<file path="src/rtl/disp_channel_sequencer.sv">
// Channel-select / latch-enable sequencer for the 8-channel display mux.
// Define DISP_SEQ_BLANK_EN to blank the display between channel switch and load.
module disp_channel_sequencer #(
  parameter int unsigned DWELL_CYC = 32'd50_000_000,
  parameter int unsigned DWELL_W   = 32'd26,
  parameter int unsigned BLANK_CYC = 32'd4
) (
  input  logic       clk,
  input  logic       rst,
  input  logic [1:0] mode,
  input  logic [2:0] sw_sel,
  input  logic       step,
  input  logic [7:0] ch_mask,
  output logic [2:0] Test,
  output logic       EN,
  output logic       chg,
  output logic       blank
);

  localparam logic [1:0] MODE_DIRECT = 2'b00;
  localparam logic [1:0] MODE_STEP   = 2'b01;
  localparam logic [1:0] MODE_AUTO   = 2'b10;
  localparam logic [1:0] MODE_HOLD   = 2'b11;

  localparam logic [DWELL_W-1:0] DWELL_LAST = DWELL_W'(DWELL_CYC - 32'd1);
  localparam logic [DWELL_W-1:0] CNT_ONE    = DWELL_W'(32'd1);

  if ((DWELL_CYC < 32'd1) || (BLANK_CYC < 32'd1) ||
      ((64'd1 << DWELL_W) <= 64'(DWELL_CYC))) begin : g_param_check
    $error("disp_channel_sequencer: DWELL_CYC/DWELL_W/BLANK_CYC out of range");
  end

  typedef enum logic [1:0] {
    S_LOAD   = 2'd0,
    S_DWELL  = 2'd1,
    S_SWITCH = 2'd2
`ifdef DISP_SEQ_BLANK_EN
    , S_BLANK = 2'd3
`endif
  } state_t;

  // First eligible channel above cur (wrapping); an empty mask means channel 0 only.
  function automatic logic [2:0] next_eligible(input logic [2:0] cur, input logic [7:0] mask);
    logic [7:0] m;
    logic [2:0] res;
    logic [2:0] c;
    m   = (mask == 8'h00) ? 8'h01 : mask;
    res = cur;
    for (int k = 7; k >= 1; k--) begin
      c = cur + k[2:0];
      if (m[c]) begin
        res = c;
      end
    end
    return res;
  endfunction

  state_t             state_q;
  logic [2:0]         test_q;
  logic [2:0]         target_q;
  logic [2:0]         sw_q;
  logic [1:0]         mode_q;
  logic               en_q;
  logic               chg_q;
  logic [DWELL_W-1:0] cnt_q;
  logic [2:0]         next_ch;
`ifdef DISP_SEQ_BLANK_EN
  localparam logic [7:0] BLANK_LAST = 8'(BLANK_CYC - 32'd1);
  logic [7:0]         bcnt_q;
  logic               blank_q;
`endif

  assign next_ch = next_eligible(test_q, ch_mask);

  // Sequencer FSM; every output is a register written here
  always_ff @(posedge clk or posedge rst) begin
    if (rst) begin
      state_q  <= S_LOAD;
      test_q   <= 3'd0;
      target_q <= 3'd0;
      sw_q     <= 3'd0;
      mode_q   <= 2'b00;
      en_q     <= 1'b0;
      chg_q    <= 1'b0;
      cnt_q    <= '0;
`ifdef DISP_SEQ_BLANK_EN
      bcnt_q   <= 8'd0;
      blank_q  <= 1'b0;
`endif
    end else begin
      sw_q   <= sw_sel;
      mode_q <= mode;
      en_q   <= 1'b0;
      chg_q  <= 1'b0;
      case (state_q)
        S_LOAD: begin
          en_q    <= 1'b1;
          cnt_q   <= '0;
          state_q <= S_DWELL;
`ifdef DISP_SEQ_BLANK_EN
          blank_q <= 1'b0;
`endif
        end
        S_DWELL: begin
          // A mode change only restarts the dwell; the new mode acts from the next cycle.
          if (mode != mode_q) begin
            cnt_q <= '0;
          end else begin
            case (mode)
              MODE_AUTO: begin
                if (cnt_q == DWELL_LAST) begin
                  cnt_q <= '0;
                  if (next_ch != test_q) begin
                    target_q <= next_ch;
                    state_q  <= S_SWITCH;
                  end
                end else begin
                  cnt_q <= cnt_q + CNT_ONE;
                end
              end
              MODE_STEP: begin
                cnt_q <= '0;
                if (step && (next_ch != test_q)) begin
                  target_q <= next_ch;
                  state_q  <= S_SWITCH;
                end
              end
              MODE_DIRECT: begin
                cnt_q <= '0;
                if (sw_q != test_q) begin
                  target_q <= sw_q;
                  state_q  <= S_SWITCH;
                end
              end
              MODE_HOLD: begin
                cnt_q <= cnt_q;
              end
              default: begin
                cnt_q <= '0;
              end
            endcase
          end
        end
        S_SWITCH: begin
          test_q <= target_q;
          chg_q  <= 1'b1;
`ifdef DISP_SEQ_BLANK_EN
          blank_q <= 1'b1;
          bcnt_q  <= 8'd0;
          state_q <= S_BLANK;
`else
          state_q <= S_LOAD;
`endif
        end
`ifdef DISP_SEQ_BLANK_EN
        S_BLANK: begin
          if (bcnt_q == BLANK_LAST) begin
            state_q <= S_LOAD;
          end else begin
            bcnt_q <= bcnt_q + 8'd1;
          end
        end
`endif
        default: begin
          state_q <= S_LOAD;
        end
      endcase
    end
  end

  assign Test = test_q;
  assign EN   = en_q;
  assign chg  = chg_q;
`ifdef DISP_SEQ_BLANK_EN
  assign blank = blank_q;
`else
  assign blank = 1'b0;
`endif

endmodule
</file>
<file path="config.mk">
export PLATFORM = sky130hd
export DESIGN_NAME = disp_channel_sequencer
export DESIGN_NICKNAME = d
export VERILOG_FILES = /design/src/rtl/disp_channel_sequencer.sv
export SDC_FILE = /design/constraint.sdc
export NUM_CORES = 1
export LEC_CHECK = 0
export CORE_UTILIZATION = 47
export DETAILED_ROUTE_END_ITERATION = 10
export PLACE_DENSITY = 0.68
export SLEW_MARGIN = 20
export SYNTH_ARGS = -nofsm -noshare
export SYNTH_HDL_FRONTEND = slang
export SYNTH_SLANG_ARGS = --single-unit
</file>
<file path="constraint.sdc">
create_clock -name clk -period 4.97 [get_ports clk]
set_input_delay 0.994 -clock clk [delete_from_list [all_inputs] [get_ports clk]]
set_output_delay 0.994 -clock clk [all_outputs]
set_load 0.02 [all_outputs]
</file>
## After elaboration in Yosys (flattened, before gate mapping)

Index checks and enable logic that the tools add are counted.

| cells by class | value |
|---|---|
| add/subtract/negate cells | 8 |
| order comparisons | 7 |
| equal/unequal tests | 20 |
| multiplexer cells | 40 |
| bitwise operators | 1 |
| reduce and logical (&&, ||, !) cells | 10 |

Operators by type and width:

| operator | number |
|---|---|
| one-hot mux 26 bit (2 select lines) | 2 |
| 2-to-1 mux 26 bit | 2 |
| 2-to-1 mux 3 bit | 11 |
| less-than comparator 3 x 4 -> 1 bit, second input constant | 7 |
| adder 26 x 1 -> 26 bit, second input constant | 1 |
| == test 26 bit, second input constant | 1 |
| binary-select mux 1 bit (select 3 bit) | 7 |
| inequality test 3 bit, second input constant | 5 |
| adder 3 bit, second input constant | 4 |
| 2-to-1 mux 2 bit | 5 |
| inequality test 2 bit, second input constant | 5 |
| 2-to-1 mux 1 bit | 9 |
| one-hot mux 3 bit (3 select lines) | 1 |
| logical NOT 8 bit | 1 |
| 2-to-1 mux 8 bit | 1 |
| AND reduction 7 bit | 1 |
| adder 3 x 2 -> 3 bit, second input constant | 2 |
| == test 2 bit, second input constant | 3 |
| inequality test 3 bit | 2 |
| one-hot mux 2 bit (3 select lines) | 1 |
| AND reduction 6 bit | 1 |
| == test 2 x 1 -> 1 bit, second input constant | 2 |
| logical NOT 2 bit | 2 |
| inequality test 4 x 2 -> 1 bit, second input constant | 1 |
| 9 further kinds | 9 |

| word-level totals | value |
|---|---|
| flip-flop bits (word level) | 41 |
| input port bits | 16 |
| output and inout bits | 6 |

## Longest topological paths before layout

Gate-level depths: netlist of run 1.

| depth | value |
|---|---|
| depth in word-level cells | 17 |
| mapped depth | 13 |

## Worst setup path after synthesis of run 1

Ideal clock, no wire load.

| path | value |
|---|---|
| kind | flip-flop to flip-flop |
| start | register test_q[1], in the netlist Test[1] |
| end | register target_q[0] |
| arrival time | 3390 ps |
| required time | 4842 ps |
| setup slack | 1452 ps |
| cell stages (with the launch flop) | 14 |
| buffers on the path | 3 |
| period minus slack after synthesis | 3518 ps |
| cell sequence | dfrtp_1 -> buf_2 -> inv_1 -> clkbuf_1 -> ha_1 -> buf_6 -> mux4_2 -> and2_1 -> a21oi_1 -> o211ai_1 -> o221ai_1 -> o211ai_1 -> o31ai_4 -> mux2_1 |

| on the way | value |
|---|---|
| word-level cells in the longest chain between the ends | 14 |
| elaborated cells on any way between the ends | 39 |
| those cells by class | 7 x add/sub; 5 x eq/ne; 25 x mux; 2 x reduce/logical |

RTL lines:

| item | line | RTL |
|---|---|---|
| start, declared | 59 | `logic [2:0] test_q;` |
| start signal, assigned | 145 | `test_q <= target_q;` |
| adder 3 bit | 50 | `c = cur + k[2:0];` |
| binary-select mux 1 bit (select 3 bit) | 51 | `if (m[c]) begin` |
| 2-to-1 mux 1 bit (not written as such) | 51 |  |
| 2-to-1 mux 3 bit (7 in series) | 51 |  |
| inequality test 3 bit | 113, 123 |  |
| logical AND 1 bit | 123 | `if (step && (next_ch != test_q)) begin` |
| inequality test 2 bit (no line) | -- |  |
| AND reduction 7 bit (no line) | -- |  |
| end signal, assigned | 114 | `target_q <= next_ch;` |
| end signal, assigned | 124 | `target_q <= next_ch;` |
| end signal, assigned | 131 | `target_q <= sw_q;` |
| end, declared | 60 | `logic [2:0] target_q;` |

Several ways; a longest one is shown, not always the timed one. The select of a mux whose other input is x is not followed.
A chain may end at the register's enable or synchronous reset.

## Worst setup path in the final report of run 1

| path | value |
|---|---|
| start | register test_q[0], in the netlist Test[0] |
| end | register target_q[1] |

Same word-level chain as after synthesis.

==> results.json, run 1 <==
{
  "synth-main-ff-cell": "dfrtp_1",
  "synth_mux_area_share_pct": 7.98,
  "power.leakage_nw": 1.34,
  "multi_input_area_um2": 1900,
  "synth_xor_area_share_pct": 6.84,
  "grt.overflow.total": 0,
  "placed_cells": 435,
  "n_antenna_cell": 0,
  "viasPerCell": 6.05,
  "fin_util_pct": 53.8,
  "synth_top_cell_area_share_pct": 33.4,
  "synth_largest_area_cell": "dfrtp_1",
  "synth_compound_area_share_pct": 21.3,
  "grt_max_degree": 42,
  "ys_seq_area_share_pct": 33.4,
  "tightest_slew_ns": 0.913,
  "synth-edff-count": 0,
  "routed.top_layer": "met4",
  "met3RoutedLength_um": 386,
  "drc_errors": 0,
  "setup_viol": 0,
  "post_cts_buffers": 0,
  "synth_cell_types": 71,
  "ctsLongestPathBuffers": 2,
  "fin_crit_sh_pct": 83.3,
  "required_ns": 5.15,
  "grt_pass1_wl_um": 12200,
  "regArea_um2": 1030,
  "cp-end-kind": "flop",
  "grt_pass1_vias": 2500,
  "async_flop_share_pct": 100,
  "grt_use_total_pct": 21.5,
  "path_clk_slew_ns": 0.08,
  "layout_min_cycle_time_ns": 4.14,
  "wl_met1_um": 3560,
  "die_area_um2": 6860,
  "die_h_um": 82.8,
  "gp_congestion": 0.858,
  "path_class": "reg -> reg",
  "cts_tree": "built",
  "dr.pass1.iters": 4,
  "antenna_found_initial": 0,
  "critical_path.most_common_cell": "o211ai_1",
  "synth_cells": 349,
  "syn_nets": 373,
  "ys_warn_count": 0,
  "maxCapViolCount": 0,
  "synth_top_family_by_area": "simple AND/OR/NAND/NOR gates",
  "worst_ir_drop_vdd_v": 0.000247,
  "cts-root-buf": "clkbuf_8",
  "synthesis.area_um2": 3070,
  "clk_latency_ns": 0.29,
  "rsz0062_at_grt": "no",
  "final_cells": 442,
  "max_stage_delay_ns": 0.82,
  "core_um2": 6310,
  "wire_per_inst_um": 15.8,
  "power_density_nw_per_um2": 464,
  "antenna_left": 0,
  "cp_slowest_cell": "dfrtp_1",
  "yosys.area_share.simple_pct": 22.5,
  "maxSlewViolCount": 0,
  "cts_num_sinks": 41,
  "syn2layout_area_growth_pct": 10.6,
  "cts-resized-gates": 0,
  "initial_utilization_pct": 48.7,
  "yosys-top-cells-area": "dfrtp_1, nand2_1, o21ai_0",
  "hold_viol": 0,
  "hp-class": "reg -> reg",
  "cts_hold_buf": 0,
  "clock_skew_ns": 0.00414,
  "fp.dieW_um": 82.8,
  "fmax_mhz": 242,
  "vias": 2675,
  "io_pins": 22,
  "numPortBuffers": 20,
  "hpwl_um": 5140,
  "status": "complete, no violations",
  "synth.most_common_cell": "nand2_1",
  "num_rows": 29,
  "fillerInstances": 591,
  "crit_fanout": 17,
  "drtIter0Drc": 230,
  "setup_tns_ns": 0,
  "worstPathCellList": "inv_1 > ha_1 > mux4_2 > and2_1 > a21oi_1 > o211ai_1 > o221ai_1 > o211ai_1 > o31ai_4 > mux2_1",
  "cts_htree_levels": 2,
  "drive_gt1_share_pct": 8.77,
  "start_kind": "flop",
  "yosys_register_bits": 41,
  "arrival_ns": 4.31,
  "synthAdderAreaFrac_pct": 3.26,
  "cts_buffers": 5,
  "finalNetCount": 389,
  "routed_wl_um": 7000,
  "avgSynthCellArea_um2": 8.80,
  "met2RoutedLength_um": 2980,
  "slew-limit-headroom_pct": 39.1,
  "ys_top_cells_by_count": "nand2_1, dfrtp_1, nor2_1"
}
## power breakdown
part	total (W)	internal (W)	leakage (nW)	switching, W
combinational	0.000943	0.000390	0.745	0.000553
clock	0.000218	0.000110	0.0443	0.000108
sequential	0.000416	0.000361	0.550	0.0000552
## worst paths after layout
path,startpoint,to,slack [ns],cells past startpoint
worst max-delay path,Test[0]$_DFFE_PP0P_,target_q[1]$_DFFE_PP0P_,0.83,10
worst min-delay path,state_q[0]$_DFFE_PP0P_,EN$_DFF_PP0_,0.50,1
worst max register to register,Test[0]$_DFFE_PP0P_,target_q[1]$_DFFE_PP0P_,0.83,10
worst min register to register,state_q[0]$_DFFE_PP0P_,EN$_DFF_PP0_,0.50,1
max in group asynchronous,rst,cnt_q[14]$_DFFE_PP0P_,3.50,3
min in group asynchronous,rst,cnt_q[15]$_DFFE_PP0P_,1.13,3
## stage by stage
stage / total power (W) / hold WS (ns) / instance area [µm²] / worst slack [ns]
floorplan: 0.00116 / 0.446 / 3070 / 1.45
global placement: 0.00136 / 0.496 / 3310 / 0.913
detailed placement: 0.00135 / 0.493 / 3310 / 0.833
CTS: 0.00157 / 0.509 / 3400 / 0.818
global route: 0.00170 / 0.522 / 3400 / 0.474
finish: 0.00158 / 0.501 / 3400 / 0.831
## placed cells by master, fill, tap and decap left out, drive strengths merged, types with 11 or more instances in the layout
cell type,n
a21oi,20
nand2,45
inv,12
clkdlybuf4s50,20
xor2,13
xnor2,11
nor2,29
nand3,16
o21ai,25
dfrtp,41
## per-layer routing
layer | GRT usage [%] | vias up
met5 | 0 | -
met4 | 6.11 | 0
met3 | 3.38 | 9
met2 | 30.9 | 83
met1 | 33.2 | 1275
li1 | - | 1308
## critical path: cells and delay by family (launching register included)
family / cells / cell delay [ns]
buf+inv: 1 / 0.23
mux: 2 / 1.01
simple gates: 1 / 0.20
flops: 1 / 0.82
compound gates: 5 / 1.14
fa+ha+maj: 1 / 0.62
## final cells by class
cell class	count	share of cell area, %
inverter	12	1.33
tap	77	2.84
clock buffer	7	2.54
multi-input combinational	280	56.1
timing repair buffer	25	7.00
sequential	41	30.2
## state kept, by name (all words and copies together) (netlist names)
name	flops
target_q	3
mode_q	2
cnt_q	26
chg	1
sw_q	3
Test	3
state_q	2
EN	1
## cell families (layout without fill, tap and decap cells)
group                      after synthesis  after routing
adders and majority gates                8              8
AOI/OAI and AO/OA                       91             91
other                                    1              1
buffers and inverters                   28             44
muxes                                   18             18
xor gates and xnor gates                24             24
DFF                                     41             41
and+or+nand+nor                        138            138
Power figures use the tool's default switching activity.
==> run 2, diff against run 1 <==
- clock period: 4.97 -> 4 ns (I/O delays scaled with it)
==> results.json, run 2 (same netlist as run 1, synthesis figures left out) <==
{
  "required_ns": 4.17,
  "rsz0062_at_grt": "no",
  "setup_tns_ns": 0,
  "hold_viol": 0,
  "drive_gt1_share_pct": 10.5,
  "final_common_cell": "nand2_1",
  "maxCapViolCount": 0,
  "hpwl_um": 5320,
  "swShare_pct": 44.7,
  "die_area_um2": 6860,
  "ctsLongestPathBuffers": 2,
  "mostFrequentLayoutCells": "nand2_1, dfrtp_1, nor2_1, o21ai_0, clkdlybuf4s50_1",
  "post_cts_buffers": 0,
  "arrival_ns": 3.64,
  "dr.pass1.iters": 5,
  "fmax_mhz": 288,
  "finalNetCount": 393,
  "tightest_slew_ns": 0.954,
  "n_antenna_cell": 0,
  "start_kind": "input pin",
  "slew-limit-headroom_pct": 36.4,
  "cts_hold_buf": 0,
  "cts_htree_levels": 2,
  "gp_congestion": 0.914,
  "cts-root-buf": "clkbuf_8",
  "antenna_found_initial": 0,
  "worst-path-buf-inv": 1,
  "power.switching_w": 0.000914,
  "pwr-share-comb_pct": 62.0,
  "crit_fanout": 7,
  "power_density_nw_per_um2": 593,
  "status": "complete, no violations",
  "grt_pass1_wl_um": 12300,
  "clk_latency_ns": 0.29,
  "setup_viol": 0,
  "fp.dieW_um": 82.8,
  "grt_pass1_vias": 2598,
  "p_seq_share_pct": 23.6,
  "die_h_um": 82.8,
  "worstPathCellList": "clkdlybuf4s50_1 > mux4_2 > o22ai_2 > a31oi_1 > o41ai_2 > or2_1 > o211ai_4 > o31ai_4 > mux2_1",
  "maxSlewViolCount": 0,
  "syn2layout_area_growth_pct": 12.1,
  "initial_utilization_pct": 48.7,
  "fin_crit_sh_pct": 86.7,
  "max_stage_delay_ns": 0.52,
  "drc_errors": 0,
  "routed_wl_um": 7240,
  "grt_use_total_pct": 21.6,
  "critical-path-top-delay-family": "compound AO/OA/AOI/OAI gates",
  "fin_util_pct": 54.6,
  "viasPerCell": 6.09,
  "clock_skew_ns": 0.00678,
  "power.leakage_nw": 1.37,
  "cp_slowest_cell": "clkdlybuf4s50_1",
  "cts_buffers": 5,
  "antenna_left": 0,
  "p_clk_share_pct": 14.4,
  "cp-end-kind": "flop",
  "top_register": "cnt_q",
  "drtIter0Drc": 225,
  "io_pins": 22,
  "layout_min_cycle_time_ns": 3.47,
  "grt_max_degree": 27,
  "p_int_w": 0.00113,
  "cts_tree": "built",
  "path_class": "in -> reg",
  "numPortBuffers": 20,
  "vias": 2723,
  "largest_reg_flops": 26,
  "wire_per_inst_um": 16.2,
  "cts-resized-gates": 0,
  "path_clk_slew_ns": 0.08,
  "holdWs_ns": 0.503,
  "num_rows": 29,
  "hp-class": "reg -> reg",
  "worst_ir_drop_vdd_v": 0.000321,
  "cts_num_sinks": 41,
  "core_um2": 6310,
  "grt.overflow.total": 0,
  "power_w": 0.00204
}
run 2: cell count changes in the layout (fill, tap and decap cells not counted), sizes merged:
cell / change
buf: +4
clkinv: +1
run 2: per-stage QoR:
step	instances	worst slack [ns]	cell area (µm²)
after CTS	447	0.549	3440
final	447	0.530	3440
after detailed placement	439	0.237	3340
after global placement	439	0.255	3340
after global routing	447	0.407	3440
after floorplan	349	0.482	3070
run 2: path summary, 6_finish.rpt:
path / cells past startpoint / slack [ns] / from / endpoint
max in group asynchronous: 3 / 2.21 / rst / state_q[0]$_DFFE_PP0P_
min reg2reg: 1 / 0.50 / target_q[2]$_DFFE_PP0P_ / target_q[2]$_DFFE_PP0P_
min in group asynchronous: 2 / 1.03 / rst / target_q[0]$_DFFE_PP0P_
max: 9 / 0.53 / ch_mask[4] / target_q[0]$_DFFE_PP0P_
min: 1 / 0.50 / target_q[2]$_DFFE_PP0P_ / target_q[2]$_DFFE_PP0P_
max reg2reg: 11 / 0.70 / Test[1]$_DFFE_PP0P_ / target_q[0]$_DFFE_PP0P_
run 2: power groups by stage:
stage | logic [W] | registers, W | clock network [W]
after floorplan | 0.000948 | 0.000493 | 0
after global placement | 0.00124 | 0.000491 | 0
after detailed placement | 0.00124 | 0.000490 | 0
after CTS | 0.00125 | 0.000483 | 0.000301
after global routing | 0.00138 | 0.000488 | 0.000328
final | 0.00127 | 0.000483 | 0.000294
run 2: layout make-up:
cell class / count / area, µm²
Tap cell: 77 / 96.3
Clock inverter: 1 / 5.00
Multi-Input combinational cell: 280 / 1910
Inverter: 12 / 45.0
Sequential cell: 41 / 1030
Timing Repair Buffer: 29 / 268
Clock buffer: 7 / 96.3
Fill cell: 593 / 2870
run 2: routing by layer:
layer,wire [µm],vias to the layer above,GRT usage [%]
met5,0,-,0
met3,441,0,3.78
met1,3690,1308,33.7
met2,3110,98,31.9
met4,0,0,3.13
li1,-,1317,-
